$ cat src/rtl/rle_line_encoder_if.sv
`default_nettype none
// +---------------------------------------------------------------------------+
// | rle_line_encoder_if : pixel-in / run-word-out handshake bundle            |
// | Rev 1.0                                                                   |
// +---------------------------------------------------------------------------+
interface rle_line_encoder_if #(
    parameter int WIDTH = 11
);
    logic             pix_valid;
    logic             pix_ready;
    logic             pix_bit;
    logic             pix_sol;
    logic             pix_eol;
    logic             run_valid;
    logic             run_ready;
    logic [WIDTH-1:0] run_len;
    logic             run_last;
    logic             line_err;

    modport master (
        output pix_valid, pix_bit, pix_sol, pix_eol, run_ready,
        input  pix_ready, run_valid, run_len, run_last, line_err
    );

    modport slave (
        input  pix_valid, pix_bit, pix_sol, pix_eol, run_ready,
        output pix_ready, run_valid, run_len, run_last, line_err
    );
endinterface
`default_nettype wire

$ cat src/rtl/rle_line_encoder.sv
`default_nettype none
// +---------------------------------------------------------------------------+
// | rle_line_encoder : binary mask pixels -> per-line alternating run lengths |
// | Rev 1.0                                                                   |
// +---------------------------------------------------------------------------+
module rle_line_encoder #(
    parameter int WIDTH = 11,
    parameter int DEPTH = 8
) (
    input  logic              CLK,
    input  logic              RESET,
    rle_line_encoder_if.slave bus
);
    localparam int               AW         = $clog2(DEPTH);
    localparam logic [WIDTH-1:0] MAX_RUN    = {WIDTH{1'b1}};
    localparam logic [AW:0]      FIFO_SLOTS = (AW+1)'(DEPTH);

    typedef enum logic [1:0] {
        IDLE = 2'd0,
        RUN  = 2'd1,
        PEND = 2'd2
    } state_t;

    state_t           state_q, state_d;
    logic             cur_sym_q, cur_sym_d;
    logic [WIDTH-1:0] cnt_q, cnt_d;
    logic [WIDTH-1:0] pend_word_q, pend_word_d;
    logic             pend_last_q, pend_last_d;
    logic             pend_more_q, pend_more_d;
    logic             push_q, push_d;
    logic [WIDTH-1:0] push_len_q, push_len_d;
    logic             push_last_q, push_last_d;
    logic             line_err_q, line_err_d;

    logic [WIDTH:0]   mem_q [DEPTH];
    logic [AW-1:0]    wr_ptr_q, wr_ptr_d;
    logic [AW-1:0]    rd_ptr_q, rd_ptr_d;
    logic [AW:0]      count_q, count_d;

    logic [AW:0]      free_slots;
    logic             accept;
    logic             fifo_nonempty;
    logic             pop;

    // The push register is a word already committed to the FIFO, so it counts as occupied.
    assign free_slots    = FIFO_SLOTS - count_q - {{AW{1'b0}}, push_q};
    assign bus.pix_ready = !RESET && (state_q != PEND) && (free_slots >= (AW+1)'(2));
    assign accept        = bus.pix_valid && bus.pix_ready;

    assign fifo_nonempty = (count_q != '0);
    assign pop           = fifo_nonempty && bus.run_ready;
    assign bus.run_valid = fifo_nonempty;
    assign bus.run_len   = fifo_nonempty ? mem_q[rd_ptr_q][WIDTH-1:0] : '0;
    assign bus.run_last  = fifo_nonempty && mem_q[rd_ptr_q][WIDTH];
    assign bus.line_err  = line_err_q;

    always_comb begin
        state_d     = state_q;
        cur_sym_d   = cur_sym_q;
        cnt_d       = cnt_q;
        pend_word_d = pend_word_q;
        pend_last_d = pend_last_q;
        pend_more_d = pend_more_q;
        push_d      = 1'b0;
        push_len_d  = push_len_q;
        push_last_d = push_last_q;
        line_err_d  = 1'b0;

        case (state_q)
            PEND: begin
                if (free_slots != '0) begin
                    push_d      = 1'b1;
                    push_len_d  = pend_word_q;
                    push_last_d = pend_last_q;
                    // Saturation on the eol pixel leaves one more single-pixel word to emit.
                    if (pend_more_q) begin
                        pend_word_d = WIDTH'(1);
                        pend_last_d = 1'b1;
                        pend_more_d = 1'b0;
                    end else begin
                        state_d = pend_last_q ? IDLE : RUN;
                    end
                end
            end
            default: begin
                if (accept && bus.pix_sol) begin
                    line_err_d = (state_q == RUN);
                    cur_sym_d  = bus.pix_bit;
                    cnt_d      = WIDTH'(1);
                    if (!bus.pix_bit) begin
                        if (bus.pix_eol) begin
                            push_d      = 1'b1;
                            push_len_d  = WIDTH'(1);
                            push_last_d = 1'b1;
                            state_d     = IDLE;
                        end else begin
                            state_d = RUN;
                        end
                    end else begin
                        push_d      = 1'b1;
                        push_len_d  = '0;
                        push_last_d = 1'b0;
                        if (bus.pix_eol) begin
                            pend_word_d = WIDTH'(1);
                            pend_last_d = 1'b1;
                            pend_more_d = 1'b0;
                            state_d     = PEND;
                        end else begin
                            state_d = RUN;
                        end
                    end
                end else if (accept && (state_q == RUN)) begin
                    if (bus.pix_bit == cur_sym_q) begin
                        if (cnt_q == MAX_RUN) begin
                            push_d      = 1'b1;
                            push_len_d  = MAX_RUN;
                            push_last_d = 1'b0;
                            cnt_d       = WIDTH'(1);
                            pend_word_d = '0;
                            pend_last_d = 1'b0;
                            pend_more_d = bus.pix_eol;
                            state_d     = PEND;
                        end else if (bus.pix_eol) begin
                            push_d      = 1'b1;
                            push_len_d  = cnt_q + WIDTH'(1);
                            push_last_d = 1'b1;
                            state_d     = IDLE;
                        end else begin
                            cnt_d = cnt_q + WIDTH'(1);
                        end
                    end else begin
                        push_d      = 1'b1;
                        push_len_d  = cnt_q;
                        push_last_d = 1'b0;
                        cur_sym_d   = bus.pix_bit;
                        cnt_d       = WIDTH'(1);
                        if (bus.pix_eol) begin
                            pend_word_d = WIDTH'(1);
                            pend_last_d = 1'b1;
                            pend_more_d = 1'b0;
                            state_d     = PEND;
                        end
                    end
                end
            end
        endcase
    end

    always_comb begin
        wr_ptr_d = wr_ptr_q + AW'(push_q);
        rd_ptr_d = rd_ptr_q + AW'(pop);
        count_d  = count_q + {{AW{1'b0}}, push_q} - {{AW{1'b0}}, pop};
    end

    always_ff @(posedge CLK) begin
        if (RESET) begin
            state_q     <= IDLE;
            cur_sym_q   <= 1'b0;
            cnt_q       <= '0;
            pend_word_q <= '0;
            pend_last_q <= 1'b0;
            pend_more_q <= 1'b0;
            push_q      <= 1'b0;
            push_len_q  <= '0;
            push_last_q <= 1'b0;
            line_err_q  <= 1'b0;
            wr_ptr_q    <= '0;
            rd_ptr_q    <= '0;
            count_q     <= '0;
        end else begin
            state_q     <= state_d;
            cur_sym_q   <= cur_sym_d;
            cnt_q       <= cnt_d;
            pend_word_q <= pend_word_d;
            pend_last_q <= pend_last_d;
            pend_more_q <= pend_more_d;
            push_q      <= push_d;
            push_len_q  <= push_len_d;
            push_last_q <= push_last_d;
            line_err_q  <= line_err_d;
            wr_ptr_q    <= wr_ptr_d;
            rd_ptr_q    <= rd_ptr_d;
            count_q     <= count_d;
        end
    end

    always_ff @(posedge CLK) begin
        if (push_q) begin
            mem_q[wr_ptr_q] <= {push_last_q, push_len_q};
        end
    end
endmodule
`default_nettype wire

$ cat src/flat_wrapper.sv
// flat-port wrapper written by rule: the top's interface ports become plain ports
module rle_line_encoder_flat 
#(
    parameter int WIDTH = 11,
    parameter int DEPTH = 8
)
  (CLK, RESET, bus_pix_valid, bus_pix_bit, bus_pix_sol, bus_pix_eol, bus_run_ready, bus_pix_ready, bus_run_valid, bus_run_len, bus_run_last, bus_line_err);
  rle_line_encoder_if #(.WIDTH(WIDTH)) bus_i ();
  input  logic CLK;
  input  logic RESET;
  input wire logic [$bits(bus_i.pix_valid)-1:0] bus_pix_valid;
  input wire logic [$bits(bus_i.pix_bit)-1:0] bus_pix_bit;
  input wire logic [$bits(bus_i.pix_sol)-1:0] bus_pix_sol;
  input wire logic [$bits(bus_i.pix_eol)-1:0] bus_pix_eol;
  input wire logic [$bits(bus_i.run_ready)-1:0] bus_run_ready;
  output wire logic [$bits(bus_i.pix_ready)-1:0] bus_pix_ready;
  output wire logic [$bits(bus_i.run_valid)-1:0] bus_run_valid;
  output wire logic [$bits(bus_i.run_len)-1:0] bus_run_len;
  output wire logic [$bits(bus_i.run_last)-1:0] bus_run_last;
  output wire logic [$bits(bus_i.line_err)-1:0] bus_line_err;
  assign bus_i.pix_valid = bus_pix_valid;
  assign bus_i.pix_bit = bus_pix_bit;
  assign bus_i.pix_sol = bus_pix_sol;
  assign bus_i.pix_eol = bus_pix_eol;
  assign bus_i.run_ready = bus_run_ready;
  assign bus_pix_ready = bus_i.pix_ready;
  assign bus_run_valid = bus_i.run_valid;
  assign bus_run_len = bus_i.run_len;
  assign bus_run_last = bus_i.run_last;
  assign bus_line_err = bus_i.line_err;
  rle_line_encoder #(.WIDTH(WIDTH), .DEPTH(DEPTH)) u_core (.CLK(CLK), .RESET(RESET), .bus(bus_i));
endmodule
$ cat config.mk
export PLATFORM = sky130hd
export DESIGN_NAME = rle_line_encoder_flat
export DESIGN_NICKNAME = d
export VERILOG_FILES = /design/src/rtl/rle_line_encoder_if.sv /design/src/rtl/rle_line_encoder.sv /design/src/flat_wrapper.sv
export SDC_FILE = /design/constraint.sdc
export NUM_CORES = 1
export LEC_CHECK = 0
export BUFFER_PORTS_ARGS = -buffer_cell sky130_fd_sc_hd__clkbuf_2
export CAP_MARGIN = 20
export CORE_MARGIN = 3
export CORE_UTILIZATION = 30
export DETAILED_ROUTE_END_ITERATION = 10
export GPL_ROUTABILITY_DRIVEN = 0
export PLACE_DENSITY = 0.44
export SLEW_MARGIN = 20
export SYNTH_ARGS = -nofsm -noshare
export SYNTH_HDL_FRONTEND = slang
export SYNTH_SLANG_ARGS = --single-unit
$ cat constraint.sdc
create_clock -name CLK -period 7.55 [get_ports CLK]
set_input_delay 1.1325 -clock CLK [delete_from_list [all_inputs] [get_ports CLK]]
set_output_delay 1.1325 -clock CLK [all_outputs]
set_load 0.005 [all_outputs]
==> out/metrics.cfg, run 1 <==
[outcome]
status = finished, final reports clean

[place]
port_buffers = 21
place_inst = 759
dpl.hpwl_um = 9530

[cells_and_area]
fillers = 2106
antennaDiodeCount = 0
fin_nets = 524
final_cells = 791
area_growth_pct = 15.1
drive_above_1_share_pct = 21.1

[logic_synthesis]
synth_top_cell_by_area = edfxtp_1
synth_area_mm2 = 0.00654
synth.most_common_cell = edfxtp_1
yosysWarnings = 0
netlist_top_cells_count = edfxtp_1, dfxtp_1, nor2_1
async_flop_share_pct = 0
yosysSeqAreaShare_pct = 59.7
postSynthAreaPerCell_um2 = 13.4
synthTopCellsByArea = edfxtp_1, dfxtp_1, mux4_2
syn_inst = 486
synthFlopType = edfxtp_1
synth_cell_types = 66
synth_nets = 507
yosysTopAreaCellShare_pct = 44.1
synth_edf_count = 96
ys_ff_latch = 147

[setup_path]
cp.required_ns = 6.42
end_kind = output pin
slowest_stage = clkbuf_2
crit_arrival_ns = 2.64
path_max_fanout = 33
path_class = in -> out
cp-start-kind = input pin
max_stage_delay_ns = 0.56
crit_top_cell = clkbuf_2
crit_chain = clkbuf_2, inv_1, nand2_1, a21oi_1, clkbuf_2

[routing]
wl_per_cell_um = 18.6
ant_nets = 0
firstDrtPassIters = 6
vias = 4059
vias_per_cell = 5.13
drc = 0
wirelength_um = 14700
drt_iter0_markers = 236

[floorplanning]
fp.dieW_um = 154
die_area_mm2 = 0.0236
start_util_pct = 30.8
rows = 53
core_mm2 = 0.0212
io_pins = 22
die_h_um = 154

[pwr]
p_leak_nw = 2.47
vdd_drop_max_v = 0.000160
power.density_mw_per_mm2 = 331

[sta]
fmax_mhz = 265
report.final.slew_viol_count = 0
period_share_pct = 50.0
hold_violations = 0
max_slew_margin_pct = 32.1
setup_viol = 0
worst_pin_slew_ns = 1.02
fin_crit_ns = 3.77
skew_ns = 0.00878
fin_setup_tns_ns = 0
rsz0062_at_grt = no

[global_routing]
gr-total-overflow = 0
grt_pass1_vias = 4196
grt_pass1_wl_um = 23600
grt_max_degree = 34
antenna_found_initial = 0
grt_usage_pct = 12.9

[clock_tree]
clock_latency_ns = 0.42
clk_pin_slew_ns = 0.06
holdBufCountCts = 0
ctsHtreeMaxLevel = 4
ctsResizeCount = 0
clock_sinks = 147
cts_tree = built
cts_root_buffer = clkbuf_16
postCtsSetupBuffers = 0
cts_buffer_depth = 2
cts_made_buffers = 17

[job]
maxCapViolations = 0

[worst_hold_path]
hold_class = reg -> reg

==> where the power goes <==
part           switching (mW)  internal [mW]  total, mW
clock                   0.343          0.525      0.868
sequential             0.0899          0.932       1.02
combinational           0.329          0.269      0.599
==> worst max-delay path, delay by kind of cell <==
kind                   cells  cell delay (ns)
AO/OA/AOI/OAI              1             0.06
AND/OR/NAND/NOR            1             0.28
buffers and inverters      3             1.15
==> area by class of cell <==
cell class,count,area (µm²),share of cell area [%]
Clock buffer,18,429,5.71
Clock inverter,14,175,2.33
Inverter,16,60.1,0.798
Multi-Input combinational cell,295,2470,32.8
Sequential cell,147,3910,51.9
Tap cell,275,344,4.57
Timing Repair Buffer,26,143,1.90
==> state kept, by name, indices dropped and copies added, names as in the netlist, 2 cells and up <==
signal / flops
u_core.pend_word_q: 11
u_core.push_len_q: 11
u_core.rd_ptr_q: 3
u_core.count_q: 4
u_core.cnt_q: 11
u_core.state_q: 2
u_core.wr_ptr_q: 3
u_core.mem_q: 96
==> layout by cell type, fill, tap and decap left out, types with 10 or more instances in the layout <==
cell       instances
ha_1              13
nor3_1            10
nand3_1           10
nand2_1           19
mux4_2            24
inv_1             16
mux2i_1           12
clkbuf_2          21
edfxtp_1          96
a21oi_1           31
nor2_1            30
and3_1            14
dfxtp_1           50
clkbuf_16         17
==> cells by family (layout without fill, tap and decap cells) <==
| family | after synthesis | after routing | share of synthesized area [%] |
|---|---|---|---|
| adder cells (fa/ha/maj) | 14 | 14 | 2.80 |
| buffers and inverters | 44 | 74 | 2.95 |
| flip-flops | 147 | 147 | 59.7 |
| AND/OR/NAND/NOR | 127 | 127 | 10.0 |
| AO/OA/AOI/OAI | 109 | 109 | 12.9 |
| XOR/XNOR | 9 | 9 | 1.49 |
| multiplexers | 36 | 36 | 10.1 |
==> path summary, 6_finish.rpt <==
path,from,to,slack [ns],depth (start not counted)
worst min register to register,u_core.pend_word_q[6],u_core.push_len_q[6],0.48,2
worst max-delay path,RESET,bus_pix_ready,3.78,5
worst min-delay path,u_core.pend_word_q[6],u_core.push_len_q[6],0.48,2
worst max register to register,u_core.push_q,u_core.pend_word_q[1],4.48,10
==> layer usage <==
metal,track usage (%),vias up,part of all wire (%)
met2,21.1,65,49
met3,3.60,15,3.2
li1,-,1940,-
met5,0,-,0
met1,16.8,2039,47
met4,4.04,0,1.2
==> through the flow <==
stage	hold slack [ns]	utilization (%)	setup WS, ns	instance area, µm²	power, mW
6_report	0.477	35.4	3.78	7520	2.49
5_1_grt	0.490	35.4	3.61	7520	2.63
4_1_cts	0.481	35.4	3.71	7520	2.53
3_5_place_dp	0.465	32.6	3.71	6920	1.66
3_3_place_gp	0.466	32.6	3.75	6920	1.65
2_1_floorplan	0.444	-	4.77	6540	1.47
Note: power is estimated with default switching activity, not from simulation.
==> run 2: changes to the inputs <==
Clock period 7.55 ns to 3.55 ns, I/O delays scaled along.
==> out/metrics.cfg, run 2 (same netlist as run 1, synthesis figures left out) <==
[outcome]
status = finished, final reports clean

[routing]
ant_nets = 0
wl_per_cell_um = 18.2
vias = 4093
drc = 0
wirelength_um = 14600
drt_iter0_markers = 295
vias_per_cell = 5.12
firstDrtPassIters = 4

[sta]
max_slew_margin_pct = 34.4
fmax_mhz = 339
hold_violations = 0
rsz0062_at_grt = no
fin_crit_ns = 2.95
worst_hold_slack_ns = 0.468
layout_setup_ws_ns = 0.602
setup_viol = 0
period_share_pct = 83.0
skew_ns = 0.00717
fin_setup_tns_ns = 0
report.final.slew_viol_count = 0
worst_pin_slew_ns = 0.983

[worst_hold_path]
worstHoldEndpoint = u_core.push_len_q[6]
hp-start = u_core.pend_word_q[6]
hold_class = reg -> reg
hold_depth = 2

[cells_and_area]
largest_reg_flops = 96
final_cell_mix = edfxtp_1, dfxtp_1, nor2_1
stdcell_area_mm2 = 0.00759
area_growth_pct = 16.1
antennaDiodeCount = 0
regMostFlops = u_core.mem_q
final_common_cell = edfxtp_1
drive_above_1_share_pct = 21.4
fin_nets = 532
utilization_pct = 35.7
final_cells = 799
fillers = 2099
multi_input_area_mm2 = 0.00246
final-seq-area_mm2 = 0.00391

[setup_path]
max_stage_delay_ns = 0.59
end_kind = flop
slowest_stage = o211ai_1
path_max_fanout = 11
cp.required_ns = 3.91
cp-start-kind = flop
worst_r2r_endpoint = u_core.pend_word_q[3]
path_class = reg -> reg
r2r_slack_ns = 0.60
rr_startpoint = u_core.push_q
crit_top_cell = ha_1
crit_chain = inv_1, ha_1, ha_1, inv_1, ha_1, nor2b_1, a21oi_2, and3_1, o211ai_1, and3_1
reg2regPathDepth = 10
crit_arrival_ns = 3.31

[place]
port_buffers = 21
place_inst = 767
dpl.hpwl_um = 9770
dp_slack_ns = 0.598
place_area_mm2 = 0.00698

[floorplanning]
core_mm2 = 0.0212
fp.dieW_um = 154
die_area_mm2 = 0.0236
die_h_um = 154
io_pins = 22
start_util_pct = 30.8
rows = 53

[pwr]
vdd_drop_max_v = 0.000354
power.density_mw_per_mm2 = 703
power_mw = 5.33
p_leak_nw = 2.51

[global_routing]
grt_max_degree = 26
gr-total-overflow = 0
grt_pass1_wl_um = 23500
antenna_found_initial = 0
grt_pass1_vias = 4161
grt_usage_pct = 12.8

[clock_tree]
cts_root_buffer = clkbuf_16
cts_made_buffers = 17
holdBufCountCts = 0
clock_latency_ns = 0.42
cts_buffer_depth = 2
postCtsSetupBuffers = 0
ctsHtreeMaxLevel = 4
clock_sinks = 147
cts_tree = built
ctsResizeCount = 0
clk_pin_slew_ns = 0.06

[job]
maxCapViolations = 0

==> run 2: cell count changes in the layout (fill, tap and decap cells not counted) <==
cell	change
nor2_2	-4
inv_6	-1
inv_8	+1
clkinv_2	-1
clkinv_1	+1
buf_4	+7
buf_12	+1
nor2_1	+4
==> run 2: worst max-delay path by stage <==
stage,start,end,slack (ns),cells after the start
3_3_place_gp,u_core.push_q,u_core.pend_word_q[9],0.68,10
5_1_grt,u_core.push_q,u_core.pend_word_q[3],0.34,10
2_1_floorplan,u_core.push_q,u_core.cnt_q[4],1.02,12
4_1_cts,u_core.push_q,u_core.pend_word_q[10],0.58,10
3_5_place_dp,u_core.push_q,u_core.pend_word_q[2],0.60,10
6_report,u_core.push_q,u_core.pend_word_q[3],0.60,10
==> run 2: final cells by class <==
type / instances / share of cell area, %
Sequential cell: 147 / 51.5
Multi-Input combinational cell: 295 / 32.4
Clock buffer: 18 / 5.66
Tap cell: 275 / 4.54
Timing Repair Buffer: 34 / 2.84
Clock inverter: 14 / 2.33
Inverter: 16 / 0.792
==> run 2: critical path, delay by kind of cell (launching register included) <==
| family | cells | cell delay, ns |
|---|---|---|
| compound gates | 2 | 0.83 |
| simple gates | 3 | 1.04 |
| buf+inv | 2 | 0.13 |
| flops | 1 | 0.33 |
| fa+ha+maj | 3 | 0.57 |
==> run 2: routing by layer <==
layer  share of wire, %  track usage (%)  vias to the layer above  routed length (µm)
met2                 50             21.3                       67                7280
met4                1.1             3.83                        0                 167
li1                   -                -                     1944                   -
met5                  0                0                        -                   0
met1                 46             16.4                     2066                6670
met3                3.2             3.35                       16                 462
==> run 2: power breakdown <==
| part | switching [mW] | total, mW | internal, mW |
|---|---|---|---|
| registers | 0.131 | 2.11 | 1.98 |
| logic | 0.769 | 1.38 | 0.606 |
| clock network | 0.724 | 1.84 | 1.12 |
| total | 1.62 | 5.33 | 3.71 |
